==> src/rtl/sdram_port_arbiter.sv <==
// sdram_port_arbiter
//   Shares one SDRAM controller between two write ports (photon-count channel
//   writers 0/1) and one read port (host readout). The winner's address and
//   write data are latched at grant and held on the controller call lines until
//   the matching i_done bit arrives. The winner then gets a one-cycle done pulse,
//   and read data is returned on rd_data.
//
//   Ports
//     clk, rst_n                     clock, asynchronous active-low reset
//     wrN_req/addr/data (N=0,1)      write requests, held until wrN_done
//     wrN_gnt, wrN_done              port owns SDRAM / completion pulse
//     rd_req, rd_addr                read request, held until rd_done
//     rd_gnt, rd_done, rd_data       read grant / pulse / captured word
//     o_call[1:0]                    [1] write, [0] read; level, one-hot or zero
//     i_done[1:0]                    [1] write done, [0] read done
//     o_addr, o_wdata, i_rdata       controller address / write data / read data
//     o_busy                         state != IDLE
//     o_timeout_err                  sticky abort flag
//
//   Build option: define SDRAM_ARB_TIMEOUT_EN to abort a call after TIMEOUT
//   cycles without a matching i_done. When it is undefined, CALL waits forever.
//
//   state | meaning
//   IDLE  | no owner, pick a winner when any request is high
//   CALL  | o_call held, wait for the matching i_done
//   DONE  | done pulse high, gnt dropped on exit, forced idle gap
module sdram_port_arbiter #(
  parameter int ADDR_W        = 24,
  parameter int DATA_W        = 16,
  parameter int RD_STARVE_MAX = 4,
  parameter int TIMEOUT       = 4096
) (
  input  logic              clk,
  input  logic              rst_n,
  input  logic              wr0_req,
  input  logic [ADDR_W-1:0] wr0_addr,
  input  logic [DATA_W-1:0] wr0_data,
  output logic              wr0_gnt,
  output logic              wr0_done,
  input  logic              wr1_req,
  input  logic [ADDR_W-1:0] wr1_addr,
  input  logic [DATA_W-1:0] wr1_data,
  output logic              wr1_gnt,
  output logic              wr1_done,
  input  logic              rd_req,
  input  logic [ADDR_W-1:0] rd_addr,
  output logic              rd_gnt,
  output logic              rd_done,
  output logic [DATA_W-1:0] rd_data,
  output logic [1:0]        o_call,
  input  logic [1:0]        i_done,
  output logic [ADDR_W-1:0] o_addr,
  output logic [DATA_W-1:0] o_wdata,
  input  logic [DATA_W-1:0] i_rdata,
  output logic              o_busy,
  output logic              o_timeout_err
);

  typedef enum logic [1:0] {S_IDLE, S_CALL, S_DONE} state_t;

  localparam int              SC_W   = $clog2(RD_STARVE_MAX + 1);
  localparam logic [SC_W-1:0] SC_MAX = SC_W'(RD_STARVE_MAX);

  state_t            state_q, state_d;
  logic [2:0]        gnt_q, gnt_d;    // {rd, wr1, wr0}
  logic [2:0]        done_q, done_d;  // {rd, wr1, wr0}
  logic [1:0]        call_q, call_d;
  logic [ADDR_W-1:0] addr_q, addr_d;
  logic [DATA_W-1:0] wdata_q, wdata_d;
  logic [DATA_W-1:0] rdata_q, rdata_d;
  logic              last_wr_q, last_wr_d;
  logic [SC_W-1:0]   starve_q, starve_d;

  logic any_req, any_wr, rd_win, wr_sel, call_hit, call_abort;

  assign any_wr  = wr0_req | wr1_req;
  assign any_req = any_wr | rd_req;
  assign rd_win  = rd_req && (!any_wr || (starve_q >= SC_MAX));
  // wr_sel=1 selects wr1; on a tie the port that did not win last time goes
  assign wr_sel  = (wr0_req && wr1_req) ? ~last_wr_q : wr1_req;
  assign call_hit = |(call_q & i_done);

`ifdef SDRAM_ARB_TIMEOUT_EN
  localparam int TO_W = $clog2(TIMEOUT + 1);
  logic [TO_W-1:0] to_q, to_d;
  logic            err_q, err_d;

  // counter starts at 0 on the grant edge, so o_call is high for TIMEOUT cycles
  assign call_abort = (state_q == S_CALL) && !call_hit && (to_q == TO_W'(TIMEOUT - 1));
  assign to_d       = (state_q == S_CALL) ? to_q + TO_W'(1) : '0;
  assign err_d      = err_q | call_abort;
  assign o_timeout_err = err_q;

  always_ff @(posedge clk or negedge rst_n) begin
    if (!rst_n) begin
      to_q  <= '0;
      err_q <= 1'b0;
    end else begin
      to_q  <= to_d;
      err_q <= err_d;
    end
  end
`else
  assign call_abort    = 1'b0;
  assign o_timeout_err = 1'b0;
`endif

  always_ff @(posedge clk or negedge rst_n) begin
    if (!rst_n) begin
      state_q   <= S_IDLE;
      gnt_q     <= '0;
      done_q    <= '0;
      call_q    <= '0;
      addr_q    <= '0;
      wdata_q   <= '0;
      rdata_q   <= '0;
      last_wr_q <= 1'b1;
      starve_q  <= '0;
    end else begin
      state_q   <= state_d;
      gnt_q     <= gnt_d;
      done_q    <= done_d;
      call_q    <= call_d;
      addr_q    <= addr_d;
      wdata_q   <= wdata_d;
      rdata_q   <= rdata_d;
      last_wr_q <= last_wr_d;
      starve_q  <= starve_d;
    end
  end

  always_comb begin
    state_d = state_q;
    case (state_q)
      S_IDLE:  if (any_req) state_d = S_CALL;
      S_CALL:  if (call_hit || call_abort) state_d = S_DONE;
      S_DONE:  state_d = S_IDLE;
      default: state_d = S_IDLE;
    endcase
  end

  always_comb begin
    gnt_d     = gnt_q;
    done_d    = done_q;
    call_d    = call_q;
    addr_d    = addr_q;
    wdata_d   = wdata_q;
    rdata_d   = rdata_q;
    last_wr_d = last_wr_q;
    starve_d  = rd_req ? starve_q : '0;
    case (state_q)
      S_IDLE: begin
        if (any_req) begin
          if (rd_win) begin
            gnt_d    = 3'b100;
            call_d   = 2'b01;
            addr_d   = rd_addr;
            starve_d = '0;
          end else begin
            call_d    = 2'b10;
            last_wr_d = wr_sel;
            if (wr_sel) begin
              gnt_d   = 3'b010;
              addr_d  = wr1_addr;
              wdata_d = wr1_data;
            end else begin
              gnt_d   = 3'b001;
              addr_d  = wr0_addr;
              wdata_d = wr0_data;
            end
            if (rd_req && (starve_q != SC_MAX)) starve_d = starve_q + SC_W'(1);
          end
        end
      end
      S_CALL: begin
        if (call_hit || call_abort) begin
          call_d = 2'b00;
          done_d = gnt_q;
          if (call_q[0] && i_done[0]) rdata_d = i_rdata;
        end
      end
      S_DONE: begin
        done_d = '0;
        gnt_d  = '0;
      end
      default: begin
        done_d = '0;
        gnt_d  = '0;
        call_d = '0;
      end
    endcase
  end

  assign wr0_gnt  = gnt_q[0];
  assign wr1_gnt  = gnt_q[1];
  assign rd_gnt   = gnt_q[2];
  assign wr0_done = done_q[0];
  assign wr1_done = done_q[1];
  assign rd_done  = done_q[2];
  assign rd_data  = rdata_q;
  assign o_call   = call_q;
  assign o_addr   = addr_q;
  assign o_wdata  = wdata_q;
  assign o_busy   = (state_q != S_IDLE);

endmodule

==> config.mk <==
export PLATFORM = sky130hd
export DESIGN_NAME = sdram_port_arbiter
export DESIGN_NICKNAME = d
export VERILOG_FILES = /design/src/rtl/sdram_port_arbiter.sv
export SDC_FILE = /design/constraint.sdc
export NUM_CORES = 1
export LEC_CHECK = 0
export BUFFER_PORTS_ARGS = -buffer_cell sky130_fd_sc_hd__buf_2
export CAP_MARGIN = 25
export CORE_MARGIN = 10
export CORE_UTILIZATION = 43
export DETAILED_ROUTE_END_ITERATION = 6
export MAX_ROUTING_LAYER = met4
export PLACE_DENSITY = 0.8
export SYNTH_ARGS = -nofsm -noshare
export SYNTH_HDL_FRONTEND = slang
export SYNTH_SLANG_ARGS = --single-unit
==> constraint.sdc <==
create_clock -name clk -period 2.1 [get_ports clk]
set_input_delay 0.21 -clock clk [delete_from_list [all_inputs] [get_ports clk]]
set_output_delay 0.21 -clock clk [all_outputs]
set_load 0.01 [all_outputs]
==> impl_results.md <==
- Final setup TNS: 0 ns
- DIE HEIGHT: 107 µm
- Most frequent CP cell: a21oi_1
- HP Class: input pin to flop
- Crit-path cells: nand2b_1 > a21oi_1 > a222oi_1 > a21oi_1
- CTS Root Cell: clkbuf_8
- Status: complete, but fails checks
- Share of cells above drive strength 1: between 40% and 50%
- Vias per cell: between 5 and 6
- DR pass1 iterations: 7
- Post-Layout Cell Count: 594
- Failing checks: design-rule violations
- Area grow syn2layout: 37.8%
- Fin Clk Skew: around 0.0076 ns
- Most frequent cells in the layout: buf_2, dfrtp_1, nand2_1, a21oi_1, o21ai_0
- All-Layer GR Usage: 18.2%
- RSZ-0062 raised after global routing: no
- Mapped Area: around 3200 µm²
- Avg WL per Cell: around 17 µm
- Final Cycle Share: about 92%
- Final hold violations: 0
- Multi-input combinational cell area: approximately 1300 µm²
- Initial antenna violation count: 0
- # clock sinks: 70
- Final wirelength: just over 10000 µm
- Clock transition at path regs: about 0.070 ns
- I/O Pins: 193
- Final period demand of the worst path: approximately 1.9 ns
- Sequential cell area: 1750 µm²
- Number of global-route vias before repair: roughly 3400
- First-pass GRT wire length: between 15000 and 20000 µm
- Worst path bufs/invs: 0
- Arrival @ worst endpoint: approximately 2.2 ns
- Clk Latency, worst-skew pair: between 0.3 and 0.4 ns
- Slew margin rel.: 31.4%
- Setup violations, final: 0
- Least-Margin Pin Slew: about 1 ns
- Leading cell type in the layout, fill and taps excluded: buf_2
- Placed Cells: ~580
- Htree depth: 3
- Input/output buffers: between 150 and 200
- CTS buffer count: 9
- Via count of the routed design: 3090
- CTS max path bufs: 2
- CTS tree: done
- Chip width: about 110 µm
- Max cap viols: 0
- Total gr overflow: 0
- Layout fillers: 658
- Die ar.: 11400 µm²
- Initial Utilization: ~44%
- Slew Viols, Final: 0
- Initial DRC count: 148
- Peak VDD IR: approximately 0.7 mV
- CP Max Fanout: 12
- Post-CTS setup repair buffer count: 0
- Largest delay share family, worst path: compound AO/OA/AOI/OAI gates
- Core Box Area: approximately 7300 µm²
- Seq cells post-synth: 70
- Worst setup EP type: flop
- N_diodes: 0
- Post-synthesis sequential area ratio: 54.3%
- CP Launch Type: flop
- Highest clock rate: slightly above 500 MHz
- # DRC: 1
- Pwr dens: about 1300 nW/µm²
- Syn Nets: between 400 and 500
- Dpl hpwl: 8200 µm
- Post-synth cell types: 36
- Routability-driven placement congestion ratio: 0.829
- Routed Antenna Nets: 0
- Crit path kind: flop to flop
- Max stage delay cell, worst path: a21oi_1
- Largest net degree at the start of global routing: approximately 70
- Synth warn: 0
- LEAKAGE: about 2.4 nW
- Critical Path RT: ~2.4 ns
- Core Rows: 31
- Nets: slightly above 600
- Critical Path Max Stage Delay: between 0.8 and 0.9 ns
- Syn Inst Count: 305
- Syn avg cell area: 10.6 µm²
-- routing by layer --
layer	vias up	GRT usage (%)	wire (µm)
met3	12	4.31	643
met4	0	6.38	150
met5	-	-	0
met2	129	33.2	5590
met1	1484	18.5	3930
li1	1465	-	-
-- stage by stage --
step | hold slack [ns] | cell area, µm² | total power [mW] | utilization, % | setup WS (ns)
after floorplan | -0.0856 | 3230 | 3.82 | - | 0.449
after global placement | 0.256 | 4260 | 4.78 | 58.4 | 0.238
after detailed placement | 0.263 | 4260 | 4.91 | 58.4 | 0.171
after CTS | 0.0926 | 4430 | 5.84 | 60.8 | 0.146
after global routing | 0.0927 | 4440 | 6.22 | 60.9 | 0.00913
final | 0.109 | 4440 | 5.76 | 60.9 | 0.164
-- worst reg2reg max path, cell delays in order (launching register included) --
cell,delay (ns)
dfrtp_1,0.44
nand2b_1,0.17
a21oi_1,0.81
a222oi_1,0.22
a21oi_1,0.23
-- area by class of cell --
type / count / share of cell area, %
Clock inverter: 2 / 0.225
Clock buffer: 11 / 3.41
Multi-Input combinational cell: 208 / 30.1
Sequential cell: 70 / 39.4
Inverter: 3 / 0.253
Tap cell: 99 / 2.79
Timing Repair Buffer: 201 / 23.8
-- power breakdown --
group	total [mW]	internal (mW)	switching, mW
combinational	2.54	1.13	1.40
sequential	2.30	1.98	0.327
clock	0.925	0.470	0.455
total	5.76	3.58	2.19
-- synthesized netlist by cell type --
cell type  number  area (µm²)
dfrtp_1        69        1730
nand2_1        48         180
a21oi_1        32         160
o21ai_0        21         105
nor2_1         20        75.1
mux2_2         16         180
mux2i_1        16         160
a221o_1        12         120
a222oi_1       12         120
clkbuf_1       11        41.3
buf_2           8        40.0
buf_6           3        33.8
inv_1           3        11.3
nand3_1         3        15.0
nor2b_1         3        18.8
a21bo_2         2        20.0
buf_4           2        15.0
ha_1            2        25.0
nand2b_1        2        12.5
nor3_1          2        10.0
o21a_1          2        15.0
or2_1           2        12.5
a211o_1         1        8.76
a21boi_1        1        7.51
a22o_1          1        8.76
a2bb2o_1        1        10.0
and2_1          1        6.26
conb_1          1        3.75
dfstp_2         1        26.3
nand4b_1        1        8.76
nor2_2          1        6.26
nor3_2          1        10.0
nor4b_1         1        8.76
o21bai_1        1        7.51
o2bb2ai_1       1        8.76
or2_2           1        6.26
-- timing repair --
item / CTS / global route
hold endpoints to repair: 69 / 0
endpoints found under the setup margin: 0 / 12
hold buffers: 1 / 0
resized for setup: 0 / 1
-- logic make-up after synthesis --
family,Yosys count,synth area share [%]
other cells,1,0.116
simple gates,86,11.5
fa+ha+maj,2,0.776
flops,70,54.3
mux,32,10.6
compound gates,87,18.3
buf+inv,27,4.38
-- registers in the layout, indices dropped and copies added, names as in the netlist --
name,count
starve_q,3
o_wdata,16
o_call,2
state_q,2
done_q,3
rd_data,16
last_wr_q,1
o_addr,24
gnt_q,3
-- worst paths after layout --
path                             startpoint           to  cells after the start  slack, ns
worst min register to register   o_wdata[4]   o_wdata[4]                      2       0.48
worst min-delay path             i_rdata[7]   rd_data[7]                      2       0.11
worst max register to register  starve_q[2]   o_addr[23]                      4       0.16
max in group asynchronous             rst_n  starve_q[2]                      3       1.31
worst max-delay path            starve_q[2]   o_addr[23]                      4       0.16
min in group asynchronous             rst_n   o_wdata[5]                      3       0.46
Power figures use the tool's default switching activity.
